File: src/rtl/rs_board_reset_trip_ctrl_pkg.sv
// Shared types and helpers for the board reset / HBM trip conditioning block.
package rs_board_ctrl_pkg;

  typedef enum logic [1:0] {
    StAssert   = 2'd0,
    StDebounce = 2'd1,
    StHold     = 2'd2,
    StRun      = 2'd3
  } state_t;

  // Counter width for a terminal count, never narrower than one bit.
  function automatic int unsigned clog2_min1(input int unsigned value);
    int unsigned w;
    w = $clog2(value);
    return (w == 0) ? 1 : w;
  endfunction

endpackage

File: src/rtl/rs_board_reset_trip_ctrl_if.sv
// Pin-side signal bundle of the board reset / trip controller.
interface rs_board_reset_trip_ctrl_if #(
  parameter int unsigned CNT_W = 16
) ();
  logic             pcie_perstn_in;
  logic             cattrip_in;
  logic             cattrip_clr;
  logic             perstn_out;
  logic             cattrip_out;
  logic [CNT_W-1:0] trip_count;
  logic [1:0]       state_o;

  modport master (
    output pcie_perstn_in,
    output cattrip_in,
    output cattrip_clr,
    input  perstn_out,
    input  cattrip_out,
    input  trip_count,
    input  state_o
  );

  modport slave (
    input  pcie_perstn_in,
    input  cattrip_in,
    input  cattrip_clr,
    output perstn_out,
    output cattrip_out,
    output trip_count,
    output state_o
  );
endinterface

File: src/rtl/rs_bit_sync.sv
// Multi-flop synchroniser for a single asynchronous input bit.
module rs_bit_sync #(
  parameter int unsigned STAGES  = 2,
  parameter logic        RST_VAL = 1'b0
) (
  input  logic ap_clk,
  input  logic ap_rst_n,
  input  logic d_i,
  output logic q_o
);

  logic [STAGES-1:0] sync_q;

  always_ff @(posedge ap_clk or negedge ap_rst_n) begin
    if (!ap_rst_n) begin
      sync_q <= {STAGES{RST_VAL}};
    end else begin
      sync_q <= {sync_q[STAGES-2:0], d_i};
    end
  end

  assign q_o = sync_q[STAGES-1];

endmodule

File: src/rtl/rs_board_reset_trip_ctrl.sv
// Conditions PCIe PERST# into a debounced, stretched reset and latches HBM catastrophic trips.
module rs_board_reset_trip_ctrl
  import rs_board_ctrl_pkg::*;
#(
  parameter int unsigned SYNC_STAGES       = 2,
  parameter int unsigned DEBOUNCE_CYCLES   = 1024,
  parameter int unsigned RESET_HOLD_CYCLES = 256,
  parameter int unsigned CNT_W             = 16
) (
  input logic                        ap_clk,
  input logic                        ap_rst_n,
  rs_board_reset_trip_ctrl_if.slave  pins
);

  localparam int unsigned DebW  = clog2_min1(DEBOUNCE_CYCLES);
  localparam int unsigned HoldW = clog2_min1(RESET_HOLD_CYCLES);
  localparam logic [DebW-1:0]  DebLast  = DebW'(DEBOUNCE_CYCLES - 1);
  localparam logic [HoldW-1:0] HoldLast = HoldW'(RESET_HOLD_CYCLES - 1);

  logic perst_s;
  logic trip_s;

  rs_bit_sync #(
    .STAGES  (SYNC_STAGES),
    .RST_VAL (1'b0)
  ) u_perst_sync (
    .ap_clk   (ap_clk),
    .ap_rst_n (ap_rst_n),
    .d_i      (pins.pcie_perstn_in),
    .q_o      (perst_s)
  );

  rs_bit_sync #(
    .STAGES  (SYNC_STAGES),
    .RST_VAL (1'b0)
  ) u_trip_sync (
    .ap_clk   (ap_clk),
    .ap_rst_n (ap_rst_n),
    .d_i      (pins.cattrip_in),
    .q_o      (trip_s)
  );

  logic             trip_s_q;
  logic             sticky_q, sticky_d;
  logic [CNT_W-1:0] trip_cnt_q, trip_cnt_d;
  logic             trip_rise;
  logic             run_ok;

  state_t           state_q, state_d;
  logic [DebW-1:0]  deb_cnt_q, deb_cnt_d;
  logic [HoldW-1:0] hold_cnt_q, hold_cnt_d;
  logic             perstn_q;

  assign trip_rise = trip_s & ~trip_s_q;
  // A trip seen on this edge blocks release immediately, so assertion is not delayed by sticky_q.
  assign run_ok    = perst_s & ~(sticky_q | trip_rise);

  always_comb begin
    sticky_d   = sticky_q;
    trip_cnt_d = trip_cnt_q;
    if (trip_rise) begin
      sticky_d = 1'b1;
      if (trip_cnt_q != {CNT_W{1'b1}}) begin
        trip_cnt_d = trip_cnt_q + 1'b1;
      end
    end else if (pins.cattrip_clr && !trip_s) begin
      sticky_d = 1'b0;
    end
  end

  always_comb begin
    state_d    = state_q;
    deb_cnt_d  = deb_cnt_q;
    hold_cnt_d = hold_cnt_q;
    unique case (state_q)
      StAssert: begin
        if (run_ok) begin
          state_d   = StDebounce;
          deb_cnt_d = '0;
        end
      end
      StDebounce: begin
        if (!run_ok) begin
          state_d = StAssert;
        end else if (deb_cnt_q == DebLast) begin
          state_d    = StHold;
          hold_cnt_d = '0;
        end else begin
          deb_cnt_d = deb_cnt_q + 1'b1;
        end
      end
      StHold: begin
        if (!run_ok) begin
          state_d = StAssert;
        end else if (hold_cnt_q == HoldLast) begin
          state_d = StRun;
        end else begin
          hold_cnt_d = hold_cnt_q + 1'b1;
        end
      end
      StRun: begin
        if (!run_ok) begin
          state_d = StAssert;
        end
      end
      default: state_d = StAssert;
    endcase
  end

  always_ff @(posedge ap_clk or negedge ap_rst_n) begin
    if (!ap_rst_n) begin
      trip_s_q   <= 1'b0;
      sticky_q   <= 1'b0;
      trip_cnt_q <= '0;
      state_q    <= StAssert;
      deb_cnt_q  <= '0;
      hold_cnt_q <= '0;
      perstn_q   <= 1'b0;
    end else begin
      trip_s_q   <= trip_s;
      sticky_q   <= sticky_d;
      trip_cnt_q <= trip_cnt_d;
      state_q    <= state_d;
      deb_cnt_q  <= deb_cnt_d;
      hold_cnt_q <= hold_cnt_d;
      perstn_q   <= (state_d == StRun);
    end
  end

  assign pins.perstn_out  = perstn_q;
  assign pins.cattrip_out = sticky_q;
  assign pins.trip_count  = trip_cnt_q;
  assign pins.state_o     = state_q;

endmodule

File: src/flat_wrapper.sv
// flat-port wrapper written by rule: the top's interface ports become plain ports
module rs_board_reset_trip_ctrl_flat import rs_board_ctrl_pkg::*;
#(
  parameter int unsigned SYNC_STAGES       = 2,
  parameter int unsigned DEBOUNCE_CYCLES   = 1024,
  parameter int unsigned RESET_HOLD_CYCLES = 256,
  parameter int unsigned CNT_W             = 16
)
  (ap_clk, ap_rst_n, pins_pcie_perstn_in, pins_cattrip_in, pins_cattrip_clr, pins_perstn_out, pins_cattrip_out, pins_trip_count, pins_state_o);
  rs_board_reset_trip_ctrl_if #(.CNT_W(CNT_W)) pins_i ();
  input logic ap_clk;
  input logic ap_rst_n;
  input wire logic [$bits(pins_i.pcie_perstn_in)-1:0] pins_pcie_perstn_in;
  input wire logic [$bits(pins_i.cattrip_in)-1:0] pins_cattrip_in;
  input wire logic [$bits(pins_i.cattrip_clr)-1:0] pins_cattrip_clr;
  output wire logic [$bits(pins_i.perstn_out)-1:0] pins_perstn_out;
  output wire logic [$bits(pins_i.cattrip_out)-1:0] pins_cattrip_out;
  output wire logic [$bits(pins_i.trip_count)-1:0] pins_trip_count;
  output wire logic [$bits(pins_i.state_o)-1:0] pins_state_o;
  assign pins_i.pcie_perstn_in = pins_pcie_perstn_in;
  assign pins_i.cattrip_in = pins_cattrip_in;
  assign pins_i.cattrip_clr = pins_cattrip_clr;
  assign pins_perstn_out = pins_i.perstn_out;
  assign pins_cattrip_out = pins_i.cattrip_out;
  assign pins_trip_count = pins_i.trip_count;
  assign pins_state_o = pins_i.state_o;
  rs_board_reset_trip_ctrl #(.SYNC_STAGES(SYNC_STAGES), .DEBOUNCE_CYCLES(DEBOUNCE_CYCLES), .RESET_HOLD_CYCLES(RESET_HOLD_CYCLES), .CNT_W(CNT_W)) u_core (.ap_clk(ap_clk), .ap_rst_n(ap_rst_n), .pins(pins_i));
endmodule
File: config.mk
export PLATFORM = sky130hd
export DESIGN_NAME = rs_board_reset_trip_ctrl_flat
export DESIGN_NICKNAME = d
export VERILOG_FILES = /design/src/rtl/rs_board_reset_trip_ctrl_pkg.sv /design/src/rtl/rs_board_reset_trip_ctrl_if.sv /design/src/rtl/rs_bit_sync.sv /design/src/rtl/rs_board_reset_trip_ctrl.sv /design/src/flat_wrapper.sv
export SDC_FILE = /design/constraint.sdc
export NUM_CORES = 1
export LEC_CHECK = 0
export BUFFER_PORTS_ARGS = -buffer_cell sky130_fd_sc_hd__buf_2
export CELL_PAD_IN_SITES_DETAIL_PLACEMENT = 0
export CELL_PAD_IN_SITES_GLOBAL_PLACEMENT = 1
export CORE_UTILIZATION = 49
export CTS_BUF_LIST = sky130_fd_sc_hd__clkbuf_16
export DETAILED_ROUTE_END_ITERATION = 12
export GPL_ROUTABILITY_DRIVEN = 0
export PLACE_DENSITY_LB_ADDON = 0.1
export SYNTH_ARGS = -nofsm -noshare
export SYNTH_HDL_FRONTEND = slang
export SYNTH_SLANG_ARGS = --single-unit
File: constraint.sdc
create_clock -name ap_clk -period 4.13 [get_ports ap_clk]
set_input_delay 1.0325 -clock ap_clk [delete_from_list [all_inputs] [get_ports ap_clk]]
set_output_delay 1.0325 -clock ap_clk [all_outputs]
set_load 0.03 [all_outputs]
* Yosys cells after proc, flatten, opt, wreduce, memory -nomap -nowiden
Cells that the tools add are included.
Word-level totals: bits in registers 43, output and inout port bits 20, logic and storage cells 57
Operators by class: $add $sub $neg 3, eq/ne operators 13, muxes and demuxes 18, bitwise gates (word level) 5, reduce and logical (&&, ||, !) cells 9
Operator list (number):
- 2-to-1 mux 8 bit | 4
- 2-to-1 mux 10 bit | 3
- one-hot mux 10 bit (2 select lines) | 1
- adder 16 x 1 -> 16 bit, second input constant | 1
- inequality test 16 bit, second input constant | 1
- one-hot mux 8 bit (2 select lines) | 1
- 2-to-1 mux 2 bit | 6
- adder 10 x 1 -> 10 bit, second input constant | 1
- == test 10 bit, second input constant | 1
- adder 8 x 1 -> 8 bit, second input constant | 1
- == test 8 bit, second input constant | 1
- inequality test 2 x 1 -> 1 bit, second input constant | 4
- one-hot mux 2 bit (4 select lines) | 1
- == test 2 bit, second input constant | 3
- nonzero test 2 bit | 3
- AND reduction 5 bit | 1
- inequality test 2 bit, second input constant | 2
- AND reduction 4 bit | 1
- bitwise AND 1 bit | 2
- == test 2 x 1 -> 1 bit, second input constant | 1
- zero test 2 bit | 1
- 2-to-1 mux 1 bit | 2
- NOT 1 bit | 2
- AND reduction 2 bit | 1
- other kinds (3) | 3

* Logic depth before layout (Yosys ltp)
word-level depth 8, depth in mapped cells 8

* Hierarchy
A second synthesis with hierarchy kept.
Second synthesis, totals: cells, all modules 215, area, all modules 2158.3 um^2
Modules (own cells, without submodules):
- rs_board_reset_trip_ctrl | times used 1, cells an instance 211, area an instance 2058.2 um^2, seq. area each 975.9 um^2
- rs_bit_sync | times used 2, cells an instance 2, area an instance 50.0 um^2, seq. area each 50.0 um^2

* Worst setup path before layout
Ideal clock, no wire load.
kind register to register, start point register u_core.state_q[1] (netlist: u_core.pins.state_o[1]), end point register u_core.hold_cnt_q[5], library setup time 0.104 ns, arrival 2.183 ns, path slack 1.843 ns, stages on the path, launching flop included 9, buffers on the path 2, cell sequence dfrtp_1 > inv_1 > ha_1 > clkdlybuf4s15_1 > inv_1 > a21oi_4 > or3b_1 > buf_6 > o41ai_4
Between the ends: cells in the longest elaborated chain, start to end 3, elaborated cells on any way between the ends 9, those cells by class 6 x eq/ne; 1 x mux; 2 x reduce/logical
Ends and longest elaborated chain:
- start: declaration | line rs_board_reset_trip_ctrl.sv:49 | state_t state_q, state_d;
- start signal: assignment | line rs_board_reset_trip_ctrl.sv:115 | state_q <= StAssert;
- start signal: assignment | line rs_board_reset_trip_ctrl.sv:123 | state_q <= state_d;
- == test 2 bit / == test 2 x 1 -> 1 bit (equally long branches) | line rs_board_reset_trip_ctrl.sv:75 | unique case (state_q)
- inequality test 2 x 1 -> 1 bit (no source line), or another cell as far along
- AND reduction 5 bit (no source line)
- end signal: assignment | line rs_board_reset_trip_ctrl.sv:125 | hold_cnt_q <= hold_cnt_d;
- end: declaration | line rs_board_reset_trip_ctrl.sv:51 | logic [HoldW-1:0] hold_cnt_q, hold_cnt_d;
Parallel ways exist; a longest one is shown, timed or not. A chain may end at the register's enable or synchronous reset.

* Worst setup path after layout
start point register u_core.state_q[0] (netlist: u_core.pins.state_o[0]), end point register u_core.hold_cnt_q[5]
Same word-level chain as after synthesis.

==> out/metrics.cfg <==
[synth]
syn_nets=232
ys_top_cells_by_count=dfrtp_1, nand2_1, nand3_1
netlist_area_sq_um=2280
yosysMostFrequentCell=dfrtp_1
synth_edf_count=0
synth_warnings=0
ys_async_sr_fraction=1.00
avgSynthCellArea_sq_um=10.4
synth_cells=219
yosys.area.top_type=dfrtp_1
yosysSeqAreaShare=0.472
synth-seq-cells=43
netlist_top_cells_area=dfrtp_1, ha_1, nand2_1
synthDistinctLibCells=52
netlist.area_leader.share=0.472
synth_ff_type=dfrtp_1

[layout]
regArea_sq_um=1080
final_cells=298
nets=258
drive_gt1_frac=0.179
n_antenna_cell=0
multi_input_area_sq_um=1130
fillCellCount=376
area_growth_pct=12.1

[critical_path]
cp-end-kind=flip-flop
required_ps=4300
critPathTopFamily=simple AND/OR/NAND/NOR gates
path_class=flip-flop to flip-flop
critPathBufInv=1
arrival_ps=2590
crit_chain=inv_1 > ha_1 > nand2_1 > nor3_1 > nand3b_2 > or3b_1 > o41ai_4
worst-path-max-fanout=12
cp-start-kind=flip-flop
max_stage_delay_ps=560
cpMaxStageDelayCell=or3b_1

[sta]
worst_clock_skew_ps=4.81
finalSetupTns_ps=0
rsz0062_at_grt=false
relSlewSlack=0.373
hold_viol=0
layout_min_cycle_time_ps=2410
holdWs_ps=349
clock.fmax_mhz=414
worstMarginPinSlew_ps=941
period_share=0.584
finalWorstSetupSlack_ps=1720
setup_viol=0
maxSlewViolCount=0

[cts]
clkLatencyLatePin_ps=280
numCtsBuffers=5
htree_num_levels=2
postCtsHoldBufs=0
cts.repair.resized=0
postCtsSetupBuffers=0
cts_tree=done
root_buffer=clkbuf_16
clkTransAtPathRegs_ps=60
clock_path_buffers=2
clock_sinks=43

[power]
ir_drop_mv=0.326
leakage_nw=1.19
p_per_area_nw_per_um2=482

[floorplanning]
start_util=0.516
core_area_sq_um=4410
die_x_um=70.2
rows=24
io_pins=25
die_area_sq_um=4930
fp.dieH_um=70.2

[outcome]
status=completed

[global_route]
grt_start_max_net_pins=44
grt_pass1_vias=1742
grt_antenna_before_repair=0
grt_pass1_wl_um=8060
overflow=0
track_usage=0.206

[placed_design]
place_inst=290
pre_cts_slack_ps=1740
hpwl_um=3260
portBuffers=24

[route]
wl_um=4660
drt_iter0_drc=80
ant_nets=0
drc_errors=0
first_pass_iters=4
avgViaCountPerCell=6.03
wl_per_cell_um=15.6
routed-via-count=1796

[hold_path]
min_path_type=flip-flop to flip-flop

[flow_run]
max-cap-violations=0

-- logic make-up after synthesis --
group	after synthesis	share of synthesized area
AOI/OAI and AO/OA	54	0.177
muxes	2	0.00933
adders and majority gates	8	0.0439
xor gates and xnor gates	12	0.0461
DFF	43	0.472
and+or+nand+nor	90	0.221
buffers and inverters	10	0.0302
-- sequential cells by signal (all words and copies together), names as in the netlist --
name,cells
u_core.deb_cnt_q,10
u_core.pins.state_o,2
u_core.trip_s_q,1
u_core.pins.cattrip_out,1
u_core.pins.trip_count,16
u_core.u_trip_sync.sync_q,2
u_core.pins.perstn_out,1
u_core.u_perst_sync.sync_q,2
u_core.hold_cnt_q,8
-- final timing paths --
path                                              startpoint                            to  slack, ps  cells after the start
max in group asynchronous                           ap_rst_n       u_core.pins.cattrip_out       2650                      1
worst min register to register  u_core.u_trip_sync.sync_q[0]  u_core.u_trip_sync.sync_q[1]        350                      0
min in group asynchronous                           ap_rst_n           u_core.deb_cnt_q[0]        890                      1
worst max register to register        u_core.pins.state_o[0]          u_core.hold_cnt_q[5]       1720                      7
worst min-delay path            u_core.u_trip_sync.sync_q[0]  u_core.u_trip_sync.sync_q[1]        350                      0
worst max-delay path                  u_core.pins.state_o[0]          u_core.hold_cnt_q[5]       1720                      7
-- report_power, final --
| part | leakage [nW] | internal [mW] | switching (mW) | total [mW] |
|---|---|---|---|---|
| Combinational | 0.546 | 0.100 | 0.214 | 0.314 |
| Clock | 0.0710 | 0.221 | 0.157 | 0.378 |
| Sequential | 0.570 | 0.472 | 0.0679 | 0.540 |
| Total | 1.19 | 0.793 | 0.439 | 1.23 |
-- metal layers --
layer  routed length, um  share of wire  global-route usage
met5                   0              0                   0
met4                  36         0.0077              0.0644
met3                 147          0.032              0.0491
met2                2420           0.52               0.365
met1                2050           0.44               0.246
-- area by class of cell --
class,instances,share of cell area
Tap cell,52,0.0255
Multi-Input combinational cell,166,0.444
Clock buffer,5,0.0489
Clock inverter,3,0.00636
Inverter,5,0.00734
Sequential cell,43,0.421
Timing Repair Buffer,24,0.0470
-- through the flow --
stage,cell area [sq um],total power [mW],util
CTS,2560,1.24,0.579
global placement,2410,0.844,0.547
global route,2560,1.30,0.579
floorplan,2280,0.762,-
finish,2560,1.23,0.579
detailed placement,2410,0.858,0.547
-- worst register-to-register path, delay by kind of cell (launching register included) --
family | cells | cell delay (ps)
buffers and inverters | 1 | 120
DFF | 1 | 440
AOI/OAI and AO/OA | 1 | 340
and+or+nand+nor | 4 | 1080
adders and majority gates | 1 | 340
-- cell usage in the layout (no fill, tap or decap), types with 10 or more instances in the layout --
cell type / instances
nand3_1: 15
o21ai_0: 13
nand2_1: 20
dfrtp_1: 43
buf_2: 24
o31ai_1: 10
nor2_1: 13
(Power assumes the default switching activity.)
